<file path="config.mk">
export PLATFORM = sky130hd
export DESIGN_NAME = sys_bus_xbar
export DESIGN_NICKNAME = d
export VERILOG_FILES = /design/src/rtl/sys_bus_pkg.sv /design/src/rtl/sys_bus_xbar.sv
export SDC_FILE = /design/constraint.sdc
export NUM_CORES = 1
export LEC_CHECK = 0
export CORE_AREA = 2 2 173 175
export DETAILED_ROUTE_END_ITERATION = 12
export DIE_AREA = 0 0 175 177
export PLACE_DENSITY = 0.5
export RECOVER_POWER = 100
export SLEW_MARGIN = 20
export SYNTH_ARGS = -nofsm -noshare
export SYNTH_HDL_FRONTEND = slang
export SYNTH_SLANG_ARGS = --single-unit
</file>
<file path="constraint.sdc">
create_clock -name clk_i -period 2.6 [get_ports clk_i]
set_clock_uncertainty 0.1 [all_clocks]
set_input_delay 0.78 -clock clk_i [delete_from_list [all_inputs] [get_ports clk_i]]
set_output_delay 0.78 -clock clk_i [all_outputs]
set_load 0.02 [all_outputs]
</file>
<file path="src/rtl/sys_bus_pkg.sv">
// Shared types and default constants for the system-bus crossbar.
package sys_bus_pkg;

  typedef enum logic [1:0] {
    IDLE = 2'd0,
    BUSY = 2'd1,
    DONE = 2'd2
  } bus_state_t;

  localparam int          DEF_DATA_W   = 32;
  localparam logic [31:0] DEF_ERR_DATA = 32'hDEAD_BEEF;
  localparam int          DEF_SEL_MSB  = 31;
  localparam int          DEF_SEL_LSB  = 24;

endpackage

</file>
<file path="src/rtl/sys_bus_xbar.sv">
// 1-master / N-slave bus decoder: latches one request, selects a slave from an
// address field, waits for that slave's ready (or a timeout) and returns a
// registered response with a one-cycle completion pulse.
module sys_bus_xbar
  import sys_bus_pkg::*;
#(
  parameter int                N_SLAVES = 8,
  parameter int                DATA_W   = DEF_DATA_W,
  parameter int                SEL_MSB  = DEF_SEL_MSB,
  parameter int                SEL_LSB  = DEF_SEL_LSB,
  parameter int                TIMEOUT  = 255,
  parameter logic [DATA_W-1:0] ERR_DATA = DATA_W'(DEF_ERR_DATA)
) (
  input  logic                       clk_i,
  input  logic                       resetn_i,
  input  logic                       req_i,
  input  logic                       we_i,
  input  logic [31:0]                addr_i,
  input  logic [DATA_W-1:0]          wd_i,
  input  logic [DATA_W/8-1:0]        be_i,
  output logic [DATA_W-1:0]          rd_o,
  output logic                       ready_o,
  output logic                       err_o,
  output logic [N_SLAVES-1:0]        s_req_o,
  output logic                       s_we_o,
  output logic [31:0]                s_addr_o,
  output logic [DATA_W-1:0]          s_wd_o,
  output logic [DATA_W/8-1:0]        s_be_o,
  input  logic [N_SLAVES*DATA_W-1:0] s_rd_i,
  input  logic [N_SLAVES-1:0]        s_ready_i
);

  localparam int SEL_W = SEL_MSB - SEL_LSB + 1;
  // Slave index width, and the power-of-two size of the padded lookup tables
  // so that indexing with sel_reg can never run off the end.
  localparam int IDX_W = (N_SLAVES > 1) ? $clog2(N_SLAVES) : 1;
  localparam int IDX_N = 1 << IDX_W;
  // Counter only needs to reach TIMEOUT-1.
  localparam int CNT_W = (TIMEOUT > 2) ? $clog2(TIMEOUT) : 1;
  localparam logic [CNT_W-1:0] CNT_LAST = CNT_W'(TIMEOUT - 1);
  localparam logic [SEL_W:0]   N_LIM    = (SEL_W + 1)'(N_SLAVES);

  bus_state_t state_reg, state_next;

  logic                 we_reg;
  logic [31:0]          addr_reg;
  logic [DATA_W-1:0]    wd_reg;
  logic [DATA_W/8-1:0]  be_reg;
  logic [IDX_W-1:0]     sel_reg;
  logic                 err_reg;
  logic [CNT_W-1:0]     cnt_reg;
  logic [DATA_W-1:0]    rd_reg;

  logic [SEL_W-1:0]     sel_field;
  logic                 mapped;
  logic [31:0]          addr_masked;
  logic [DATA_W-1:0]    slave_rd [IDX_N];
  logic [IDX_N-1:0]     ready_pad;
  logic                 sel_ready;
  logic                 timeout_hit;

  assign sel_field = addr_i[SEL_MSB:SEL_LSB];
  assign mapped    = ({1'b0, sel_field} < N_LIM);

  // Select field is zeroed before latching so slaves see a local address.
  for (genvar gi = 0; gi < 32; gi++) begin : g_addr
    if (gi >= SEL_LSB && gi <= SEL_MSB) begin : g_zero
      assign addr_masked[gi] = 1'b0;
    end else begin : g_pass
      assign addr_masked[gi] = addr_i[gi];
    end
  end

  // Response mux: unpack slave read data / ready, padding unused slots.
  for (genvar gi = 0; gi < IDX_N; gi++) begin : g_slv
    if (gi < N_SLAVES) begin : g_live
      assign slave_rd[gi]  = s_rd_i[gi*DATA_W +: DATA_W];
      assign ready_pad[gi] = s_ready_i[gi];
    end else begin : g_pad
      assign slave_rd[gi]  = '0;
      assign ready_pad[gi] = 1'b0;
    end
  end

  assign sel_ready   = ready_pad[sel_reg];
  assign timeout_hit = (TIMEOUT != 0) && (cnt_reg == CNT_LAST);

  // State register.
  always_ff @(posedge clk_i) begin
    if (!resetn_i) state_reg <= IDLE;
    else           state_reg <= state_next;
  end

  // Next-state logic; ready takes priority over timeout.
  always_comb begin
    state_next = state_reg;
    case (state_reg)
      IDLE:    if (req_i) state_next = mapped ? BUSY : DONE;
      BUSY:    if (sel_ready || timeout_hit) state_next = DONE;
      DONE:    state_next = IDLE;
      default: state_next = IDLE;
    endcase
  end

  // Request latch, timeout counter, error flag and read-data capture.
  always_ff @(posedge clk_i) begin
    if (!resetn_i) begin
      we_reg   <= 1'b0;
      addr_reg <= '0;
      wd_reg   <= '0;
      be_reg   <= '0;
      sel_reg  <= '0;
      err_reg  <= 1'b0;
      cnt_reg  <= '0;
      rd_reg   <= '0;
    end else begin
      case (state_reg)
        IDLE: begin
          if (req_i) begin
            we_reg   <= we_i;
            addr_reg <= addr_masked;
            wd_reg   <= wd_i;
            be_reg   <= be_i;
            sel_reg  <= sel_field[IDX_W-1:0];
            err_reg  <= !mapped;
            cnt_reg  <= '0;
            if (!mapped && !we_i) rd_reg <= ERR_DATA;
          end
        end
        BUSY: begin
          cnt_reg <= cnt_reg + 1'b1;
          if (sel_ready) begin
            err_reg <= 1'b0;
            if (!we_reg) rd_reg <= slave_rd[sel_reg];
          end else if (timeout_hit) begin
            err_reg <= 1'b1;
            if (!we_reg) rd_reg <= ERR_DATA;
          end
        end
        DONE: cnt_reg <= '0;
        default: cnt_reg <= '0;
      endcase
    end
  end

  // Outputs decoded from state and the latched request.
  always_comb begin
    ready_o = (state_reg == DONE);
    err_o   = (state_reg == DONE) && err_reg;
    for (int k = 0; k < N_SLAVES; k++) begin
      s_req_o[k] = (state_reg == BUSY) && (sel_reg == IDX_W'(k));
    end
  end

  assign rd_o     = rd_reg;
  assign s_we_o   = we_reg;
  assign s_addr_o = addr_reg;
  assign s_wd_o   = wd_reg;
  assign s_be_o   = be_reg;

endmodule

</file>
==> qor.csv <==
stage,metric,value,unit
power_and_ir_drop,power.switching,1330,µW
sta,slew_violations,0,
placed_design,detailed_place_hpwl,23100,µm
sta,period_share,97.2,%
power_and_ir_drop,switching_share,28.4,%
clock_network,cts_tree,built,
critical_path,cpPeakStageDelay,0.45,ns
logic_synthesis,synthTopCellsByArea,"dfxtp_1 (36%), mux4_2 (24%), nand2_1 (9.0%)",
logic_synthesis,avgSynthCellArea,9.47,µm²
cells_and_area,fill_cells,2951,
logic_synthesis,netlist_area,6030,µm²
logic_synthesis,synth_top_area_cell,dfxtp_1,
logic_synthesis,synth-async-reset-ratio,0,%
routing,ant_nets,0,
power_and_ir_drop,p_comb_share,30.7,%
min_path,min_from,s_addr_o[18],
cells_and_area,seq_area,2150,µm²
global_routing,grt_max_degree,43,
critical_path,crit_fanout,8,
die,die_w,175,µm
cells_and_area,final_core_util,38.6,%
clock_network,clk_latency,0.35,ns
critical_path,crit_path_start_kind,input port,
logic_synthesis,synth_cells,637,
routing,drtIter0Drc,253,
logic_synthesis,synth_top_family_by_area,multiplexers,
die,io_pins,447,
critical_path,reg2reg_from,sel_reg[0],
sta,maxSlewHeadroom,35.2,%
global_routing,grt_pass1_vias,6881,
power_and_ir_drop,p_leak,0.00431,µW
sta,period_minus_slack,2.53,ns
global_routing,antenna_found_initial,4,
die,initial_core_util,20.6,%
logic_synthesis,ys_warn_count,0,
sta,worstMarginPinSlew,0.972,ns
cells_and_area,multi_input_area,3590,µm²
sta,final-setup-viol-count,0,
routing,drc,0,
placed_design,io_buffers,438,
power_and_ir_drop,clock_power_share,31.5,%
cells_and_area,most-common-layout-cells,"clkdlybuf4s50_1 (333), nand2_1 (142), dfxtp_1 (105), dlygate4sd3_1 (94), nor2_1 (83)",
critical_path,crit_family,buffers and inverters,
critical_path,cp.required,2.75,ns
clock_network,clk_pin_slew,0.08,ns
cells_and_area,final_area,11300,µm²
routing,vias,6583,
logic_synthesis,synth_edf_count,0,
clock_network,cts_hold_buffers,0,
critical_path,path_cells,clkdlybuf4s50_1 -> mux4_2 -> mux2i_1 -> buf_4 -> a221oi_2 -> buf_12 -> clkbuf_2 -> o221a_2,
routing,drt-total-wl,28900,µm
cells_and_area,stdcell_count,1470,
placed_design,place.gp.congestion,0.829,
logic_synthesis,synth_top_area_share,35.5,%
critical_path,critPathKind,input port to flop,
sta,hold_viol_final,0,
logic_synthesis,synth_simple_gate_area_share,17.2,%
critical_path,setup.worst_path.end_class,flop,
cells_and_area,nNetsFinal,1409,
power_and_ir_drop,p_seq_share,37.9,%
critical_path,cp_slowest_cell,mux4_2,
logic_synthesis,synthAdderAreaFrac,0.415,%
sta,holdWs,0.351,ns
sta,rsz0062_at_grt,no,
logic_synthesis,synth-compound-area-share,15.2,%
run_status,status,finished clean,
routing,drtPass1Iterations,4,
routing,detail_route.wl_per_cell,19.7,µm
critical_path,cp_data_arrival_time,2.68,ns
min_path,hp-class,flop to flop,
clock_network,clockRootBuffer,clkbuf_16,
global_routing,gr-total-overflow,0,
clock_network,cts_max_path_buffers,2,
logic_synthesis,synth_mux_area_share,26.1,%
die,die_h,177,µm
clock_network,numCtsBuffers,9,
logic_synthesis,yosysUniqueCellTypes,44,
die,fp-row-count,63,
critical_path,cp_num_buf_inv,4,
logic_synthesis,synth-seq-cells,107,
logic_synthesis,synth_flop_cell,dfxtp_1,
logic_synthesis,synth-xor-area-share,0,%
cells_and_area,drive_above_1_share,15.1,%
power_and_ir_drop,power_density,415,nW/µm²
cells_and_area,synthToLayoutAreaGrowth,87.0,%
critical_path,cp-startpoint,s_ready_i[6],
placed_design,placed_cells,1443,
cells_and_area,final_common_cell,clkdlybuf4s50_1,
clock_network,cts.sinks,107,
routing,routed_via_density,4.48,
power_and_ir_drop,ir_drop,0.269,mV
logic_synthesis,yosysSeqAreaShare,35.5,%
global_routing,grt_use_total,18.3,%
die,dieArea,31000,µm²
die,coreArea,29200,µm²
global_routing,grt_pass1_wl,42600,µm
power_and_ir_drop,intPower,3350,µW
sta,fmax,0.396,GHz
clock_network,cts-htree-levels,3,
placed_design,placed_area,11000,µm²
run,maxCapViolCount,0,
-- cell usage after synthesis, types with 4 or more instances --
cell type	number
a211oi_1	5
buf_1	10
clkbuf_1	32
mux4_2	64
a21oi_1	67
inv_1	4
buf_4	11
o21ai_0	4
mux2i_1	12
buf_2	10
nand3_1	4
o221a_2	24
dfxtp_1	107
o32ai_2	8
nand2_1	145
nor2_1	83
nand2b_1	5
-- through the flow --
stage	TNS, ns	power (µW)	setup WS (ns)
after global placement	-21.03	3280	-0.797
final	0	4680	0.0729
after floorplan	0	2430	0.0255
after global routing	0	4920	0.00752
after detailed placement	-21.16	3290	-0.806
after CTS	0	4820	0.0160
-- cells by family (layout without fill, tap and decap cells) --
kind of cell             count (synthesis)  in the layout
buffers and inverters                   71            502
multiplexers                            77             77
AND/OR/NAND/NOR                        257            257
flip-flops                             107            107
AO/OA/AOI/OAI                          122            123
other                                    1             12
adder cells (fa/ha/maj)                  2              2
-- worst min-delay path, cell delays in order, from the launching register on --
cell	delay, ns
dfxtp_1	0.31
nand2_1	0.05
a21oi_1	0.05
-- per-layer routing --
metal / wire length (µm) / GRT usage, % / vias up
met4: 635 / 6.18 / 0
met2: 15300 / 33.7 / 257
met1: 11300 / 20.7 / 3127
met3: 1720 / 4.27 / 32
met5: 0 / 0 / -
li1: - / - / 3167
-- repair_timing --
item                                   in CTS  in global routing
endpoints found under the hold margin       0                  0
gates resized for setup                    16                  2
setup endpoints to repair                  41                 10
gates cloned                                2                  0
pin swaps                                   1                  1
buffers inserted                            4                  1
-- area by class of cell --
class / count / area share, %
repair buffers: 480 / 41.8
multi-input cells: 467 / 31.8
flip-flops and latches: 107 / 19.1
well taps: 390 / 4.33
clock buffers: 9 / 2.00
clock inverters: 7 / 0.754
inverters: 6 / 0.200
diodes: 4 / 0.0887
-- power by group through the flow --
stage                     Sequential, µW  Combinational [µW]  Clock, µW
final                               1770                1440       1470
after global routing                1790                1540       1590
after CTS                           1780                1510       1530
after detailed placement            1810                1470          0
after global placement              1810                1470          0
after floorplan                     1910                 518          0
-- worst paths after layout --
path	end	slack [ns]	depth (start not counted)
worst max-delay path	rd_o[19]	0.07	8
worst min-delay path	s_addr_o[18]	0.35	2
worst max register to register	rd_o[11]	0.34	6
worst min register to register	s_addr_o[18]	0.35	2
No activity file was read; power rests on OpenSTA's default activity.
